File: src/rtl/uart_word_io.sv
// Packs UART bytes into words for a core input port or an instruction-memory loader, and sends core words out byte by byte.
// Optional inter-byte RX timeout is enabled by defining UART_WORD_IO_RX_TIMEOUT_EN.
module uart_word_io #(
  parameter int unsigned WORD_BYTES      = 4,
  parameter int unsigned IO_MSB_FIRST    = 1,
  parameter int unsigned LOAD_MSB_FIRST  = 0,
  parameter int unsigned LOAD_ADDR_WIDTH = 5,
  parameter int unsigned TIMEOUT_CYCLES  = 1000000
) (
  input  logic                       CLK,
  input  logic                       RST,
  input  logic [7:0]                 rx_data,
  input  logic                       rx_valid,
  output logic [7:0]                 tx_data,
  output logic                       tx_enable,
  input  logic                       tx_ready,
  input  logic                       in_req,
  output logic [8*WORD_BYTES-1:0]    in_word,
  output logic                       in_done,
  input  logic                       out_req,
  input  logic [8*WORD_BYTES-1:0]    out_word,
  output logic                       out_done,
  output logic                       out_busy,
  input  logic                       load_start,
  input  logic                       load_stop,
  output logic                       loading,
  output logic                       load_we,
  output logic [LOAD_ADDR_WIDTH-1:0] load_addr,
  output logic [8*WORD_BYTES-1:0]    load_data,
  output logic                       rx_drop,
  output logic                       rx_timeout
);

  localparam int unsigned W     = 8 * WORD_BYTES;
  localparam int unsigned CNT_W = (WORD_BYTES > 1) ? $clog2(WORD_BYTES) : 1;
  localparam logic [CNT_W-1:0] LAST = CNT_W'(WORD_BYTES - 1);

  // ---------------- RX word assembly ----------------
  logic [CNT_W-1:0] rx_cnt;
  logic [W-1:0]     rx_buf;
  logic [W-1:0]     rx_word_c;
  logic [CNT_W-1:0] rx_sel_c;
  logic             rx_msb_c;
  logic             has_cons_c;
  logic             tmo_c;

  always_comb begin
    has_cons_c = loading | in_req;
    rx_msb_c   = loading ? (LOAD_MSB_FIRST != 0) : (IO_MSB_FIRST != 0);
    rx_sel_c   = rx_msb_c ? (LAST - rx_cnt) : rx_cnt;
    rx_word_c  = rx_buf;
    rx_word_c[{rx_sel_c, 3'b000} +: 8] = rx_data;
  end

`ifdef UART_WORD_IO_RX_TIMEOUT_EN
  localparam int unsigned TMR_W = $clog2(TIMEOUT_CYCLES + 1);
  logic [TMR_W-1:0] tmr;

  assign tmo_c = (rx_cnt != '0) && !rx_valid && (tmr == TMR_W'(TIMEOUT_CYCLES - 1));

  // Idle time since the last byte of a partial word
  always_ff @(posedge CLK) begin
    if (RST || rx_valid || (rx_cnt == '0) || tmo_c) tmr <= '0;
    else                                            tmr <= tmr + TMR_W'(1);
  end
`else
  assign tmo_c = 1'b0;
`endif

  always_ff @(posedge CLK) begin
    if (RST) begin
      rx_cnt     <= '0;
      rx_buf     <= '0;
      in_word    <= '0;
      in_done    <= 1'b0;
      loading    <= 1'b0;
      load_we    <= 1'b0;
      load_addr  <= '0;
      load_data  <= '0;
      rx_drop    <= 1'b0;
      rx_timeout <= 1'b0;
    end else begin
      in_done    <= 1'b0;
      load_we    <= 1'b0;
      rx_timeout <= rx_timeout | tmo_c;
      if (load_we) load_addr <= load_addr + LOAD_ADDR_WIDTH'(1);

      if (!has_cons_c) begin
        rx_cnt <= '0;
        if (rx_valid) rx_drop <= 1'b1;
      end else if (rx_valid) begin
        rx_buf <= rx_word_c;
        if (rx_cnt == LAST) begin
          rx_cnt <= '0;
          if (loading) begin
            load_we   <= 1'b1;
            load_data <= rx_word_c;
          end else begin
            in_done <= 1'b1;
            in_word <= rx_word_c;
          end
        end else begin
          rx_cnt <= rx_cnt + CNT_W'(1);
        end
      end

      if (tmo_c) rx_cnt <= '0;

      // Load-mode control overrides the byte counter; stop beats start
      if (load_stop) begin
        loading <= 1'b0;
        rx_cnt  <= '0;
      end else if (load_start && !loading) begin
        loading   <= 1'b1;
        load_addr <= '0;
        rx_cnt    <= '0;
      end
    end
  end

  // ---------------- TX engine ----------------
  typedef enum logic [1:0] {IDLE, SEND, WAIT_LOW, WAIT_HIGH} tx_state_t;

  tx_state_t        state, state_n;
  logic [W-1:0]     tx_word, word_n;
  logic [CNT_W-1:0] tx_idx, idx_n;
  logic [CNT_W-1:0] tx_sel_c;
  logic [7:0]       tx_byte_c;
  logic             done_c;

  always_comb begin
    state_n = state;
    word_n  = tx_word;
    idx_n   = tx_idx;
    done_c  = 1'b0;
    case (state)
      IDLE: if (out_req) begin
        state_n = SEND;
        word_n  = out_word;
        idx_n   = '0;
      end
      SEND:     state_n = WAIT_LOW;
      WAIT_LOW: if (!tx_ready) state_n = WAIT_HIGH;
      WAIT_HIGH: if (tx_ready) begin
        if (tx_idx == LAST) begin
          state_n = IDLE;
          done_c  = 1'b1;
        end else begin
          state_n = SEND;
          idx_n   = tx_idx + CNT_W'(1);
        end
      end
      default:  state_n = IDLE;
    endcase
    tx_sel_c  = (IO_MSB_FIRST != 0) ? (LAST - idx_n) : idx_n;
    tx_byte_c = word_n[{tx_sel_c, 3'b000} +: 8];
  end

  always_ff @(posedge CLK) begin
    if (RST) begin
      state     <= IDLE;
      tx_word   <= '0;
      tx_idx    <= '0;
      tx_data   <= '0;
      tx_enable <= 1'b0;
      out_done  <= 1'b0;
      out_busy  <= 1'b0;
    end else begin
      state     <= state_n;
      tx_word   <= word_n;
      tx_idx    <= idx_n;
      tx_enable <= (state_n == SEND);
      if (state_n == SEND) tx_data <= tx_byte_c;
      out_done  <= done_c;
      out_busy  <= (state_n != IDLE);
    end
  end

endmodule

File: config.mk
export PLATFORM = sky130hd
export DESIGN_NAME = uart_word_io
export DESIGN_NICKNAME = d
export VERILOG_FILES = /design/src/rtl/uart_word_io.sv
export SDC_FILE = /design/constraint.sdc
export NUM_CORES = 1
export LEC_CHECK = 0
export ABC_AREA = 1
export BUFFER_PORTS_ARGS = -buffer_cell sky130_fd_sc_hd__buf_2
export CORE_MARGIN = 3
export CORE_UTILIZATION = 55
export CTS_CLUSTER_SIZE = 8
export DETAILED_ROUTE_END_ITERATION = 8
export HOLD_SLACK_MARGIN = 0.02
export PLACE_DENSITY = 0.8
export SLEW_MARGIN = 20
export SYNTH_ARGS = -nofsm -noshare
export SYNTH_HDL_FRONTEND = slang
export SYNTH_SLANG_ARGS = --single-unit
File: constraint.sdc
create_clock -name CLK -period 3.1 [get_ports CLK]
set_input_delay 0.31 -clock CLK [delete_from_list [all_inputs] [get_ports CLK]]
set_output_delay 0.31 -clock CLK [all_outputs]
set_load 0.02 [all_outputs]
* Word-level counts from Yosys, hierarchy flattened
Index checks and enable logic that the tools add are counted.
** Word-level totals
- Register bits after elaboration :: 154
- Latch bits :: 0
- RAM bits :: 0
- ROM bits :: 0
- Output and inout bits :: 85
- Word-level logic and storage cells :: 70
- Memories :: 0
** Cells by class
- Add/sub/neg operators :: 6
- $mul :: 0
- Divide/modulo/power cells :: 0
- $lt $le $gt $ge :: 0
- Eq/ne operators :: 6
- Shifts and indexed selects :: 3
- Mux-type cells :: 20
- Bitwise operators :: 7
- Reduce and logical (&&, ||, !) cells :: 12
** Operators by type and width (count)
- $mux W32 :: 2
- $bwmux W32 :: 1
- $shift A8 B7 Y32 const A :: 1
- $shiftx A32 B6 Y8 :: 1
- $shiftx A8 B7 Y32 :: 1
- $mux W2 :: 8
- $mux W5 :: 3
- $eq A2 B2 Y1 const B :: 4
- $pmux W2 S4 :: 1
- $reduce_and A4 Y1 :: 2
- $reduce_or A4 Y1 :: 2
- $neg A5 Y7 :: 1
- $not A1 Y1 :: 6
- $add A5 B1 Y5 const B :: 1
- $add A2 B1 Y2 const B :: 2
- $eq A2 B1 Y1 const B :: 2
- $mux W1 :: 4
- $pmux W2 S2 :: 1
- $reduce_and A2 Y1 :: 2
- $sub A2 B2 Y2 const A :: 2
- $reduce_or A3 Y1 :: 1
- $logic_not A2 Y1 :: 1
- $reduce_bool A2 Y1 :: 1
- $reduce_or A2 Y1 :: 1
- 3 further kinds :: 3

* Longest topological paths before layout
- Depth after elaboration :: 6
- Gate-level depth with buffers :: 13

* Least setup slack after synthesis
Ideal clock, no wire load.
- Kind :: flip-flop to flip-flop
- From :: reg state[0]
- To :: reg tx_data[5]
- Library setup time :: 0.109 ns
- Arrival time :: 1.751 ns
- Data required time :: 2.991 ns
- Setup slack :: 1.240 ns
- Stages on the path, launching flop included :: 14
- Buffers on the path :: 1
- Clock period less this slack :: 1.860 ns
- Path through :: dfxtp_1 inv_1 ha_1 inv_1 nand2_1 nand2_1 nand3_1 nand2_1 buf_2 nand2_1 nand3_1 nand3_1 nand2_1 inv_1
** On the way
- Longest elaborated chain between the ends :: 4
- Elaborated cells on any way between the ends :: 13
- Classes of those cells :: 1 x add/sub; 4 x eq/ne; 1 x shift; 6 x mux; 1 x reduce/logical
** Ends and longest elaborated chain
- from (decl) :: line 124 : tx_state_t state, state_n;
- from (signal assigned) :: line 169 : state <= state_n;
- $eq A2 B2 Y1 / $logic_not A2 Y1 (equally long branches) :: line 136 : case (state)
- $pmux W2 S2 :: line 136
- $sub A2 B2 Y2 :: line 155 : tx_sel_c = (IO_MSB_FIRST != 0) ? (LAST - idx_n) : idx_n;
- $shiftx A32 B6 Y8 :: line 156 : tx_byte_c = word_n[{tx_sel_c, 3'b000} +: 8];
- to (signal assigned) :: line 173 : if (state_n == SEND) tx_data <= tx_byte_c;
- to (decl) :: line 14 : output logic [7:0] tx_data,
Several ways; a longest one is shown, not always the timed one.
A chain may end at the register's enable or synchronous reset.

* Final worst setup path
- From :: reg state[0]
- To :: reg tx_data[4]
The elaborated chain is that of the path after synthesis.

==> Flow_metrics.wiki <==
{| class="wikitable"
! Metric !! Value
|-
| Fin. Hold Viols || 0
|-
| CTS buffer count || 17
|-
| Pwr dens || around 660 mW/mm^2
|-
| Portion of the post-synthesis area used by sequential elements || about 45%
|-
| Placement Setup Slack || 1020 ps
|-
| Number of global-route vias before repair || ~5300
|-
| # nets final || around 1200
|-
| Average via count per standard cell || around 4.8
|-
| Commonest non-fill, non-tap cell in the layout || sky130_fd_sc_hd__inv_1
|-
| GR Overflow Total || 0
|-
| Die height || 117 um
|-
| Required arrival time at the worst endpoint || roughly 3400 ps
|-
| Floorplan die area || around 0.014 mm^2
|-
| Library cell occupying the most area in the post-synthesis netlist || sky130_fd_sc_hd__dfxtp_1
|-
| Design Power || roughly 0.0054 W
|-
| Number of resized instances in the post-cts repair step || 0
|-
| Clk slew on worst S/H paths || approximately 60 ps
|-
| Residual antenna-violating net count after detailed routing || 0
|-
| Port-buffer cells || roughly 130
|-
| Mean routed wirelength per cell || 11.9 um
|-
| Top cell type's share of synthesized area || between 40% and 50%
|-
| Number of antenna violations at the first check in global routing || 0
|-
| Largest net degree at the start of global routing || between 80 and 90
|-
| Buffer type at the clock tree root || sky130_fd_sc_hd__clkbuf_16
|-
| Max-slew violation total from the final report || 0
|-
| Kind of start point of the critical path || flop
|-
| Clock latency at the later pin of the worst-skew pair || between 400 and 500 ps
|-
| Post-synth EDFFs || 0
|-
| Reported max-cap violation count || 0
|-
| Core area || about 0.012 mm^2
|-
| Detailed router's first-iteration violation count || 543
|-
| Final weighted congestion of routability-driven global placement || 0.866
|-
| Synthesized area per cell || a little under 7 um^2
|-
| Yosys synthesis warning count || 0
|-
| Dpl hpwl || 10.4 mm
|-
| Horizontal die dimension || around 120 um
|-
| Post-route worst hold slack || about 130 ps
|-
| Post-detailed-routing wire length || 15.3 mm
|-
| Length of the first detailed-routing pass in iterations || 5
|-
| Combined area of all synthesized cells || around 0.007 mm^2
|-
| Async SR Flop Fraction || 0%
|-
| Worst Path Class, Setup || flop to flop
|-
| Overall Global Routing Usage || between 20 and 25%
|-
| Final setup TNS || 0 ps
|-
| RSZ-0062 raised after global routing || false
|-
| Syn_nets || about 1100
|-
| Min-Delay Path Class || primary input to flop
|-
| Yosys reg bits || roughly 150
|-
| DRC Markers || 0
|-
| Post-route fraction of the period consumed by the critical path || between 60 and 70%
|-
| Hold_buf cts || 0
|-
| Max FO, Critical Path || 18
|-
| Area contributors post-synth || sky130_fd_sc_hd__dfxtp_1 (45%), sky130_fd_sc_hd__inv_1 (15%), sky130_fd_sc_hd__o21ai_0 (10%)
|-
| Largest vdd supply drop || approximately 0.53 mV
|-
| Final setup violating endpoints || 0
|-
| Via count of the routed design || 6210
|-
| Top-level I/O count || approximately 130
|-
| Main flop type after synthesis || sky130_fd_sc_hd__dfxtp_1
|-
| Synth cell types || 27
|-
| Global-route wire length before repair || about 25 mm
|-
| Pin slew with the least headroom to its limit || a little over 1000 ps
|-
| Minimum clock period || between 2000 and 2500 ps
|-
| Layout overhead on the synthesized area || 20.1%
|-
| Relative slew margins || a little under a third
|-
| Result of the run || complete, no violations
|-
| Maximum level of the CTS H-tree || 4
|-
| Initial core utilization || between 50 and 60%
|-
| Critical path endpoint category || flop
|-
| Worst path setup slack after routing || between 900 and 1000 ps
|-
| # Post-CTS Setup Buffers || 0
|-
| Post-synthesis instance total || between 1000 and 1500
|-
| Number of diodes added for antenna fixing || 0
|-
| Commonest non-fill, non-tap cells in the layout || sky130_fd_sc_hd__inv_1 (269), sky130_fd_sc_hd__dfxtp_1 (154), sky130_fd_sc_hd__o21ai_0 (143)
|-
| TritonCTS clock tree || done
|-
| Worst path arrival time || 2480 ps
|-
| Clk_skew || between 8 and 9 ps
|-
| Leakage dissipation || 4.51 nW
|-
| Highest clock rate || between 400 and 500 MHz
|-
| Floorplan row count || 40
|-
| Proportion of layout cells with a drive suffix above 1 || between 10% and 20%
|-
| Maximum number of buffers from clock root to sink || 2
|-
| Sinks on Clock Net || 154
|}
-- per-layer routing --
layer / up-vias / routed length (um) / share of wire, % / global-route usage [%]
li1: 3263 / - / - / -
met1: 2751 / 6810 / 45 / 29.1
met2: 167 / 7160 / 47 / 34.6
met3: 29 / 953 / 6.2 / 6.51
met4: 0 / 367 / 2.4 / 9.24
met5: - / 0 / 0 / 0
-- logic make-up (layout without fill, tap and decap cells) --
| group | count (synthesis) | in the layout | synth area share (%) |
|---|---|---|---|
| and+or+nand+nor | 236 | 236 | 14.5 |
| xor gates and xnor gates | 4 | 4 | 0.733 |
| buffers and inverters | 325 | 444 | 18.2 |
| DFF | 154 | 154 | 45.2 |
| other | 1 | 1 | 0.0549 |
| AOI/OAI and AO/OA | 275 | 275 | 20.2 |
| adders and majority gates | 6 | 6 | 1.10 |
-- Yosys cell counts (2+ instances only) --
library cell and n:
sky130_fd_sc_hd__nand4_1 3, sky130_fd_sc_hd__dfxtp_1 154, sky130_fd_sc_hd__nand2_1 121, sky130_fd_sc_hd__buf_2 3
sky130_fd_sc_hd__o21ai_0 143, sky130_fd_sc_hd__nor3b_1 2, sky130_fd_sc_hd__inv_2 2, sky130_fd_sc_hd__nand3_1 50
sky130_fd_sc_hd__nor2_1 55, sky130_fd_sc_hd__buf_4 5, sky130_fd_sc_hd__nor2_4 3, sky130_fd_sc_hd__o21ai_1 18
sky130_fd_sc_hd__a21oi_1 112, sky130_fd_sc_hd__clkbuf_1 42, sky130_fd_sc_hd__ha_1 6, sky130_fd_sc_hd__buf_1 3
sky130_fd_sc_hd__inv_1 269
-- worst max-delay path: stages, from the launching register on --
cell	delay, ps
sky130_fd_sc_hd__dfxtp_1	380
sky130_fd_sc_hd__inv_1	120
sky130_fd_sc_hd__ha_1	300
sky130_fd_sc_hd__inv_1	80
sky130_fd_sc_hd__nand2_1	50
sky130_fd_sc_hd__nand2_1	60
sky130_fd_sc_hd__nand3_1	60
sky130_fd_sc_hd__buf_4	200
sky130_fd_sc_hd__nand2_1	390
sky130_fd_sc_hd__nand2_1	120
sky130_fd_sc_hd__nand3_1	100
sky130_fd_sc_hd__nand3_1	90
sky130_fd_sc_hd__nand2_1	70
sky130_fd_sc_hd__inv_1	40
-- state kept, by name (all words and copies together) (netlist names) --
register	count
load_addr	5
loading	1
in_word	32
load_we	1
tx_data	8
state	2
load_data	32
tx_idx	2
rx_cnt	2
in_done	1
rx_drop	1
tx_enable	1
rx_buf	32
tx_word	32
out_busy	1
out_done	1
-- metrics by stage --
stage / utilization, % / area, um^2 / instances
after floorplan: - / 6830 / 1001
after CTS: 67.9 / 8200 / 1288
final: 67.9 / 8200 / 1288
after global routing: 67.9 / 8200 / 1288
after global placement: 62.7 / 7570 / 1257
after detailed placement: 62.7 / 7570 / 1257
-- report_power, final --
group,leakage [nW],total [W],switching [W],internal (W)
Clock,0.313,0.00218,0.000757,0.00142
Sequential,1.26,0.00225,0.0000806,0.00216
Combinational,2.95,0.00101,0.000675,0.000339
-- final timing paths --
path              slack (ps)         start  cells after the start      endpoint
setup / recovery         940      state[0]                     13    tx_data[4]
setup reg to reg         940      state[0]                     13    tx_data[4]
hold / removal           130    load_start                      2       loading
hold reg to reg          490  load_addr[4]                      2  load_addr[4]
-- cell type report --
class	count	area, um^2
clock buffers	23	488
clock inverters	8	140
fillers	1051	3870
inverters	272	1020
multi-input cells	522	2510
flip-flops and latches	154	3080
well taps	168	210
repair buffers	141	746
No activity file was read; power rests on OpenSTA's default activity.
